<file path="src/rtl/temporizador_regressivo.sv">
`default_nettype none
// ============================================================================
// Module   : temporizador_regressivo
// Brief    : Loadable prescaled down-counter; stops at 0 and flags it (fim).
//            Macro RECARGA_AUTO_EN turns it into a periodic timer.
// Revision : 1.0 - initial release
// ============================================================================
module temporizador_regressivo #(
   parameter int M        = 8,
   parameter int N        = 4,
   parameter int PRESCALE = 1
) (
   input  logic         clock,
   input  logic         zera_as_n,
   input  logic         zera_s,
   input  logic         carrega,
   input  logic [N-1:0] valor,
   input  logic         conta,
   output logic [N-1:0] Q,
   output logic         fim,
   output logic         meio,
   output logic         tick
);

   localparam int PW = (PRESCALE > 1) ? $clog2(PRESCALE) : 1;
   localparam logic [N-1:0]  c_max       = N'(M - 1);
   localparam logic [N-1:0]  c_meio      = N'(M / 2);
   localparam logic [N-1:0]  c_um        = N'(1);
   localparam logic [PW-1:0] c_presc_max = PW'(PRESCALE - 1);

   typedef enum logic [1:0] {
      PRONTO   = 2'd0,
      CONTANDO = 2'd1,
      ESGOTADO = 2'd2
   } estado_t;

   estado_t       r_estado, w_estado_prox;
   logic [N-1:0]  r_q, w_q_prox;
   logic [PW-1:0] r_presc, w_presc_prox;
   logic          w_tick;
   logic          w_vence;

   always_ff @(posedge clock or negedge zera_as_n) begin
      if (!zera_as_n) begin
         r_estado <= PRONTO;
         r_q      <= c_max;
         r_presc  <= '0;
      end else begin
         r_estado <= w_estado_prox;
         r_q      <= w_q_prox;
         r_presc  <= w_presc_prox;
      end
   end

   // zera_s beats carrega, which beats a due tick
   always_comb begin
      w_estado_prox = r_estado;
      w_q_prox      = r_q;
      w_presc_prox  = r_presc;
      w_tick        = 1'b0;
      w_vence       = (r_presc == c_presc_max);
      if (zera_s) begin
         w_estado_prox = PRONTO;
         w_q_prox      = c_max;
         w_presc_prox  = '0;
      end else if (carrega) begin
         w_q_prox      = (valor > c_max) ? c_max : valor;
         w_presc_prox  = '0;
         w_estado_prox = (w_q_prox == '0) ? ESGOTADO : CONTANDO;
      end else if (conta) begin
         case (r_estado)
            PRONTO, CONTANDO: begin
               if (w_vence) begin
                  w_presc_prox  = '0;
                  w_tick        = 1'b1;
                  w_q_prox      = r_q - c_um;
                  w_estado_prox = (r_q == c_um) ? ESGOTADO : CONTANDO;
               end else begin
                  w_presc_prox  = r_presc + PW'(1);
                  w_estado_prox = CONTANDO;
               end
            end
            ESGOTADO: begin
`ifdef RECARGA_AUTO_EN
               if (w_vence) begin
                  w_presc_prox  = '0;
                  w_tick        = 1'b1;
                  w_q_prox      = c_max;
                  w_estado_prox = CONTANDO;
               end else begin
                  w_presc_prox  = r_presc + PW'(1);
               end
`else
               w_presc_prox = '0;
`endif
            end
            default: begin
               w_estado_prox = PRONTO;
               w_q_prox      = c_max;
               w_presc_prox  = '0;
            end
         endcase
      end
   end

   assign Q    = r_q;
   assign fim  = (r_q == '0);
   assign meio = (r_q == c_meio);
   // Gated so tick is guaranteed low while the async reset is held
   assign tick = w_tick & zera_as_n;

endmodule
`default_nettype wire

</file>
<file path="config.mk">
export PLATFORM = sky130hd
export DESIGN_NAME = temporizador_regressivo
export DESIGN_NICKNAME = d
export VERILOG_FILES = /design/src/rtl/temporizador_regressivo.sv
export SDC_FILE = /design/constraint.sdc
export NUM_CORES = 1
export LEC_CHECK = 0
export CAP_MARGIN = 20
export CORE_MARGIN = 2
export CORE_UTILIZATION = 30
export CTS_CLUSTER_SIZE = 8
export DETAILED_ROUTE_END_ITERATION = 16
export GPL_TIMING_DRIVEN = 0
export PLACE_DENSITY = 0.62
export SETUP_SLACK_MARGIN = 0.1
export SLEW_MARGIN = 0
export SYNTH_ARGS = -nofsm -noshare
export SYNTH_HDL_FRONTEND = slang
export SYNTH_SLANG_ARGS = --single-unit
</file>
<file path="constraint.sdc">
create_clock -name clock -period 3.06 [get_ports clock]
set_input_delay 0.765 -clock clock [delete_from_list [all_inputs] [get_ports clock]]
set_output_delay 0.765 -clock clock [all_outputs]
set_load 0.005 [all_outputs]
</file>
# After elaboration in Yosys (flattened, before gate mapping)
# Cells that the tools add are included.
[classes]
order_cmp = 1
n_bitwise = 1
shifts = 0
addsub = 2
mux = 23
reduce_logical = 7
n_div = 0
multipliers = 0
eq_ne = 6
[op_table]
columns = ["operator", "count"]
rows = [
  ["2-to-1 mux 4 bit", 5],
  ["2-to-1 mux 2 bit", 6],
  ["2-to-1 mux 1 bit", 10],
  ["logical NOT 4 bit", 2],
  ["case mux 4 bit (2 select lines)", 1],
  ["== test 4 x 1 -> 1 bit, second input constant", 1],
  ["== test 4 x 3 -> 1 bit, second input constant", 1],
  ["greater-than comparator 4 x 3 -> 1 bit, second input constant", 1],
  ["inequality test 4 bit, second input constant", 1],
  ["case mux 2 bit (2 select lines)", 1],
  ["subtractor 4 x 1 -> 4 bit, second input constant", 1],
  ["inequality test 3 bit, second input constant", 1],
  ["AND reduction 3 bit", 1],
  ["nonzero test 3 bit", 1],
  ["== test 2 x 1 -> 1 bit, second input constant", 1],
  ["== test 2 bit, second input constant", 1],
  ["logical NOT 2 bit", 1],
  ["AND reduction 2 bit", 1],
  ["OR reduction 2 bit", 1],
  ["adder 1 bit, second input constant", 1],
  ["bitwise AND 1 bit", 1],
]
[totals]
input_bits = 9
wordCells = 43
reg_bits = 7
latchBits = 0
output_inout_bits = 7
n_memories = 0
ramBits = 0
rom_bits = 0

# Depth between registers and ports, before layout
[depth]
depth_word = 7
ltp_mapped = 5

# Least setup slack after synthesis
# OpenSTA, ideal clock, no wires.
[synth_timing]
path_kind = "in2out"
startpoint = "input carrega"
endpoint = "output tick"
path_buffers = 1
path_slack_ps = 911
stages = 3
arrival_ps = 1384
cell_sequence = "buf_6 > nor3_1 > and3_1"
[synth_between]
elab_chain_len = 3
[synth_rtl]
columns = ["element", "line", "source"]
rows = [
  ["start, declared", "16", "input logic carrega,"],
  ["2-to-1 mux 1 bit", "66", "end else if (carrega) begin"],
  ["2-to-1 mux 1 bit", "62", "if (zera_s) begin"],
  ["bitwise AND 1 bit", "110", "assign tick = w_tick & zera_as_n;"],
  ["end, declared", "22", "output logic tick"],
]
# No other way between the ends.

# Final worst setup path
[layout_timing]
startpoint = "input zera_s"
endpoint = "output tick"
[layout_between]
elab_chain_len = 2
[layout_rtl]
columns = ["element", "line", "source"]
rows = [
  ["start, declared", "15", "input logic zera_s,"],
  ["2-to-1 mux 1 bit", "62", ""],
  ["bitwise AND 1 bit", "110", ""],
]
# No other way between the ends.

==> metrics.yaml <==
status: "finished clean"
fillCellCount: 127
timing.setup.tns_ns: 0
relSlewSlack_pct: 59.78
post-synth-top-area-cell: "dfstp_2"
cts_made_buffers: 3
path_buf_inv: 2
yosysSeqAreaShare_pct: 36.18
netlist_instances: 48
ir_drop_uv: 193.3
die_w_um: 41.66
grt_pass1_vias: 439
place_area_sq_um: 584.3
yosysTopAreaCellShare_pct: 18.53
cp.required_ns: 2.29
syn2layout_area_growth_pct: 46.47
cap_violations: 0
initial_core_util_pct: 32.29
setup_ws_ns: 0.2405
vias_per_cell: 5.333
synth_flop_cell: "dfstp_2"
async_flop_share_pct: 100.0
cp-start-kind: "input port"
layoutNonFillerInstCount: 81
setup-violations-final: 0
slowest_delay_ns: 0.50
ant_nets: 0
grt_overflow: 0
drt_pass1_iterations: 4
drc: 0
ys_types: 26
crit_type: "in -> out"
nNetsFinal: 78
grtUsageTotal_pct: 14.18
gr-usage-met1_pct: 17.20
core_sq_um: 1318
ff_latch_area_sq_um: 153.9
rsz0062_at_grt: "false"
drv_slew: 0
antenna_found_initial: 0
cp_top_family: "buffers and inverters"
grtUsageMet3_pct: 6.957
dp_hpwl_um: 771.5
endpoint_kind: "primary output"
grt_pass1_wl_mm: 1.869
holdWs_ns: 0.3768
port_buffers: 14
finClkSkew_ns: 0.004548
period_share_pct: 92.14
wl_per_cell_um: 12.26
ios: 16
crit_path_top_delay_cell: "clkdlybuf4s50_1"
busiest_layer: "met2"
insertion_delay_ns: 0.25
avgSynthCellArea_sq_um: 8.863
max_slew.worst_pin.slew_ns: 0.6022
root_buffer: "clkbuf_4"
clk_pin_slew_ns: 0.05
die-area_sq_um: 1735
cts_num_sinks: 6
first_iter_violations: 12
yosys_warnings: 0
fp.dieH_um: 41.66
period_needed_ns: 2.820
place_ws_ns: -0.2314
synth_edf_count: 0
arrival_ns: 2.05
cts_tree: "yes"
gp_congestion: 0.6582
yosys-top-cells-area: "dfstp_2 19%, dfrtp_1 18%, ha_1 5.9%, nand2_1 5.3%, nor3b_1 5.3%"
htree_num_levels: 1
path_max_fanout: 7
final_area_sq_um: 623.1
drive_gt1_share_pct: 18.18
vias: 432
routed_wl_um: 993
hold_violations: 0
ys_seq_elements: 6
num_rows: 13
grt_max_degree: 11
syn_area_sq_um: 425.4
power_leakage_nw: 0.2630
synth_fp_nets: 59
cts_buffer_depth: 2
pwr_density_cell_nw_per_um2: 362.2
cp_cell_sequence: "dlygate4sd2_1 -> nor3_4 -> and3_1 -> clkdlybuf4s50_1"
n_antenna_cell: 0
fmax_mhz: 354.7
use_met2_pct: 23.13
dpl.cell_count: 77
hp-class: "in -> async"
post-cts-setup-buffers: 0
multiInputGateArea_sq_um: 260.3
-- Yosys cell counts, types with 2 or more instances --
library cell	n
nor2_1	4
ha_1	2
nor3_1	2
dfrtp_1	3
o21ai_0	2
nand2_1	6
a21oi_1	3
dfstp_2	3
inv_1	3
nand3_1	2
nor3b_1	3
-- worst reg2reg max path, delay by kind of cell (launching register included) --
kind / cells / cell delay [ns]
AOI/OAI and AO/OA: 1 / 0.56
DFF: 1 / 0.49
and+or+nand+nor: 3 / 0.38
-- timing repair --
item,4_1_cts,5_1_grt
hold buffers,0,0
endpoints found under the hold margin,0,0
setup endpoints to repair,1,1
gates resized for setup,3,1
pin swaps,0,0
-- flip-flops by register name, summed over array words and instances (netlist names) --
register	cells
r_estado	2
Q	4
-- logic make-up (layout without fill, tap and decap cells) --
kind of cell / after synthesis / count (layout) / share of synthesized area, %
buf+inv: 4 / 22 / 5.294
compound gates: 12 / 12 / 20.59
simple gates: 24 / 24 / 32.06
flops: 6 / 6 / 36.18
fa+ha+maj: 2 / 2 / 5.881
-- report_power, final --
part | total (mW) | internal [mW] | switching (mW)
clock | 0.0815 | 0.0496 | 0.0319
combinational | 0.0491 | 0.0281 | 0.0210
sequential | 0.0951 | 0.0878 | 0.00726
-- final timing paths --
path                                     to        start  slack, ns  cells past startpoint
worst max-delay path                   tick       zera_s       0.24                      4
worst min-delay path            r_estado[0]    zera_as_n       0.38                      1
worst max register to register         Q[3]  r_estado[1]       1.52                      4
worst min register to register         Q[1]         Q[1]       0.50                      2
max in group asynchronous              Q[1]    zera_as_n       2.40                      1
min in group clock                     Q[1]         Q[1]       0.50                      2
-- through the flow --
stage | utilization, % | power, mW
2_1_floorplan | - | 0.1172
3_3_place_gp | 44.35 | 0.1443
3_5_place_dp | 44.35 | 0.1454
4_1_cts | 47.10 | 0.2309
5_1_grt | 47.29 | 0.2449
6_report | 47.29 | 0.2257
-- metal layers --
| metal | share of wire (%) | vias to the layer above |
|---|---|---|
| met5 | 0 | - |
| met3 | 6.0 | 2 |
| li1 | - | 215 |
| met1 | 45 | 201 |
| met4 | 0.30 | 0 |
| met2 | 48 | 14 |
-- cell usage in the layout, fill, tap and decap left out, types with 2 or more instances in the layout --
cell type        Yosys  final
nand2_1              6      6
dfrtp_1              3      3
dfstp_2              3      3
ha_1                 2      2
inv_1                3      3
clkdlybuf4s50_1      0     12
o21ai_0              2      2
clkbuf_4             0      3
nor3b_1              3      3
nor2_1               4      4
a21oi_1              3      3
nand3_1              2      2
-- area by class of cell --
type	count	area share, %
Sequential cell	6	24.70
Timing Repair Buffer	14	22.69
Tap cell	15	3.012
Clock buffer	4	4.217
Multi-Input combinational cell	38	41.77
Buffer	1	1.807
Inverter	3	1.807
No activity file was read; power rests on OpenSTA's default activity.
==> RTL change (config.mk and constraints unchanged) <==
Change the parameter `N` from 4 to 3.
--- a/src/rtl/temporizador_regressivo.sv
+++ b/src/rtl/temporizador_regressivo.sv
@@ -9,3 +9,3 @@
    parameter int M        = 8,
-   parameter int N        = 4,
+   parameter int N        = 3,
    parameter int PRESCALE = 1
Interface: changed (resized Q and valor); port bits go from 16 to 14. The function was not compared with the original's and may differ.
==> RTL change against the original RTL <==
Area after synthesis fell by 12%. Largest power group unchanged. Fmax fell by 0.94%. Power fell by 11%. Utilization barely moved. Wire length fell by 15%. Setup slack got worse by 0.027 ns. Final area fell by 13%. Sequential cell count fell by 1.
==> RTL change: results (changes against the original RTL) <==
grt_pass1_vias: 350  # -20%
cpMaxStageDelayCell: "clkdlybuf4s50_1"
cp.arrival_ns: 2.08  # +0.03 ns
worstPathMaxFanout: 6  # -1
worst_r2r_endpoint: "Q[1]"
power.share.combinational_pct: 23.6  # +1.8 points
synth_compound_area_share_pct: 27.3  # +6.7 points
gp_congestion: 0.771  # +17%
fin_hold_ws_ns: 0.574  # +0.197 ns
status: "finished clean"
power_per_cell_area_mw_per_mm2: 373  # +2.9%
critPathLaunch: "zera_as_n"
pre_cts_slack_ns: 0.196  # +0.427 ns
switchingPower_mw: 0.0515  # -14%
tightest_slew_ns: 0.365  # -0.237 ns
vias: 355  # -18%
reg2reg_from: "Q[0]"
reg2reg_depth: 6  # +2
hold_class: "flip-flop to flip-flop"
p_leak_nw: 0.234  # -11%
grt_pass1_wl_um: 1380  # -26%
postCtsResizedCells: 0  # -3
synth_area_leaders: "dfstp_2 (21%), dfrtp_1 (13%), ha_1 (10%)"
synth_common_cells: "inv_1 (4), nor2_1 (4), a21oi_1 (3), dfstp_2 (3), ha_1 (3)"
finClkSkew_ns: 0.000631  # -0.00392 ns
cts_buffer_depth: 2  # unchanged
largest_register_ffs: 3  # -1
seq-power_mw: 0.0797  # -16%
synthAdderAreaFrac_pct: 10.0  # +4.1 points
cpLargestDelayFamily: "buffers and inverters"
synth.distinct_cells: 24  # -7.7%
syn_avg_cell_area_sq_um: 8.94  # +0.84%
nets: 70  # -10%
fillers: 129  # +1.6%
max_stage_delay_ns: 0.60  # +0.10 ns
layout-drive-gt1-share_pct: 19.0  # +0.78 points
port_buffers: 12  # -2
totalWireLength_um: 844  # -15%
regToRegSetupSlack_ns: 1.59  # +0.07 ns
final.setup.worst_slack_ns: 0.214  # -0.0269 ns
grt_use_total_pct: 14.2  # about the same
clock_latency_ns: 0.23  # -0.02 ns
dp_hpwl_um: 648  # -16%
viasPerCell: 4.93  # -7.6%
dpl_cell_area_sq_um: 513  # -12%
synth_nets: 53  # -10%
drt-initial-drc-count: 3  # -9
dp.cells: 68  # -12%
ir_drop_mv: 0.185  # -4.1%
ys_seq_area_share_pct: 34.3  # -1.8 points
## RTL change: layout make-up
type	count	area (sq um)	area share, %
multi-input combinational	32	226	42.0
tap	14	17.5	3.25
clock buffer	4	26.3	4.87
sequential	5	129	23.9
timing repair buffer	12	120	22.3
buffer	1	5.00	0.928
inverter	4	15.0	2.78
## RTL change: kinds of logic after synthesis
logic type,after synthesis
and+or+nand+nor,16
AOI/OAI and AO/OA,13
buffers and inverters,5
DFF,5
adders and majority gates,3
## RTL change: metal layers
metal / GRT usage, % / part of all wire, %
met5: 0 / 0
met4: 10.3 / 0
met3: 3.41 / 6.2
met2: 26.3 / 53
met1: 13.2 / 40
## RTL change: worst register-to-register path: cells and delay by family (launching register included)
kind,cells,cell delay [ns]
AOI/OAI and AO/OA,2,0.27
adders and majority gates,1,0.29
buffers and inverters,1,0.08
DFF,1,0.55
and+or+nand+nor,2,0.20
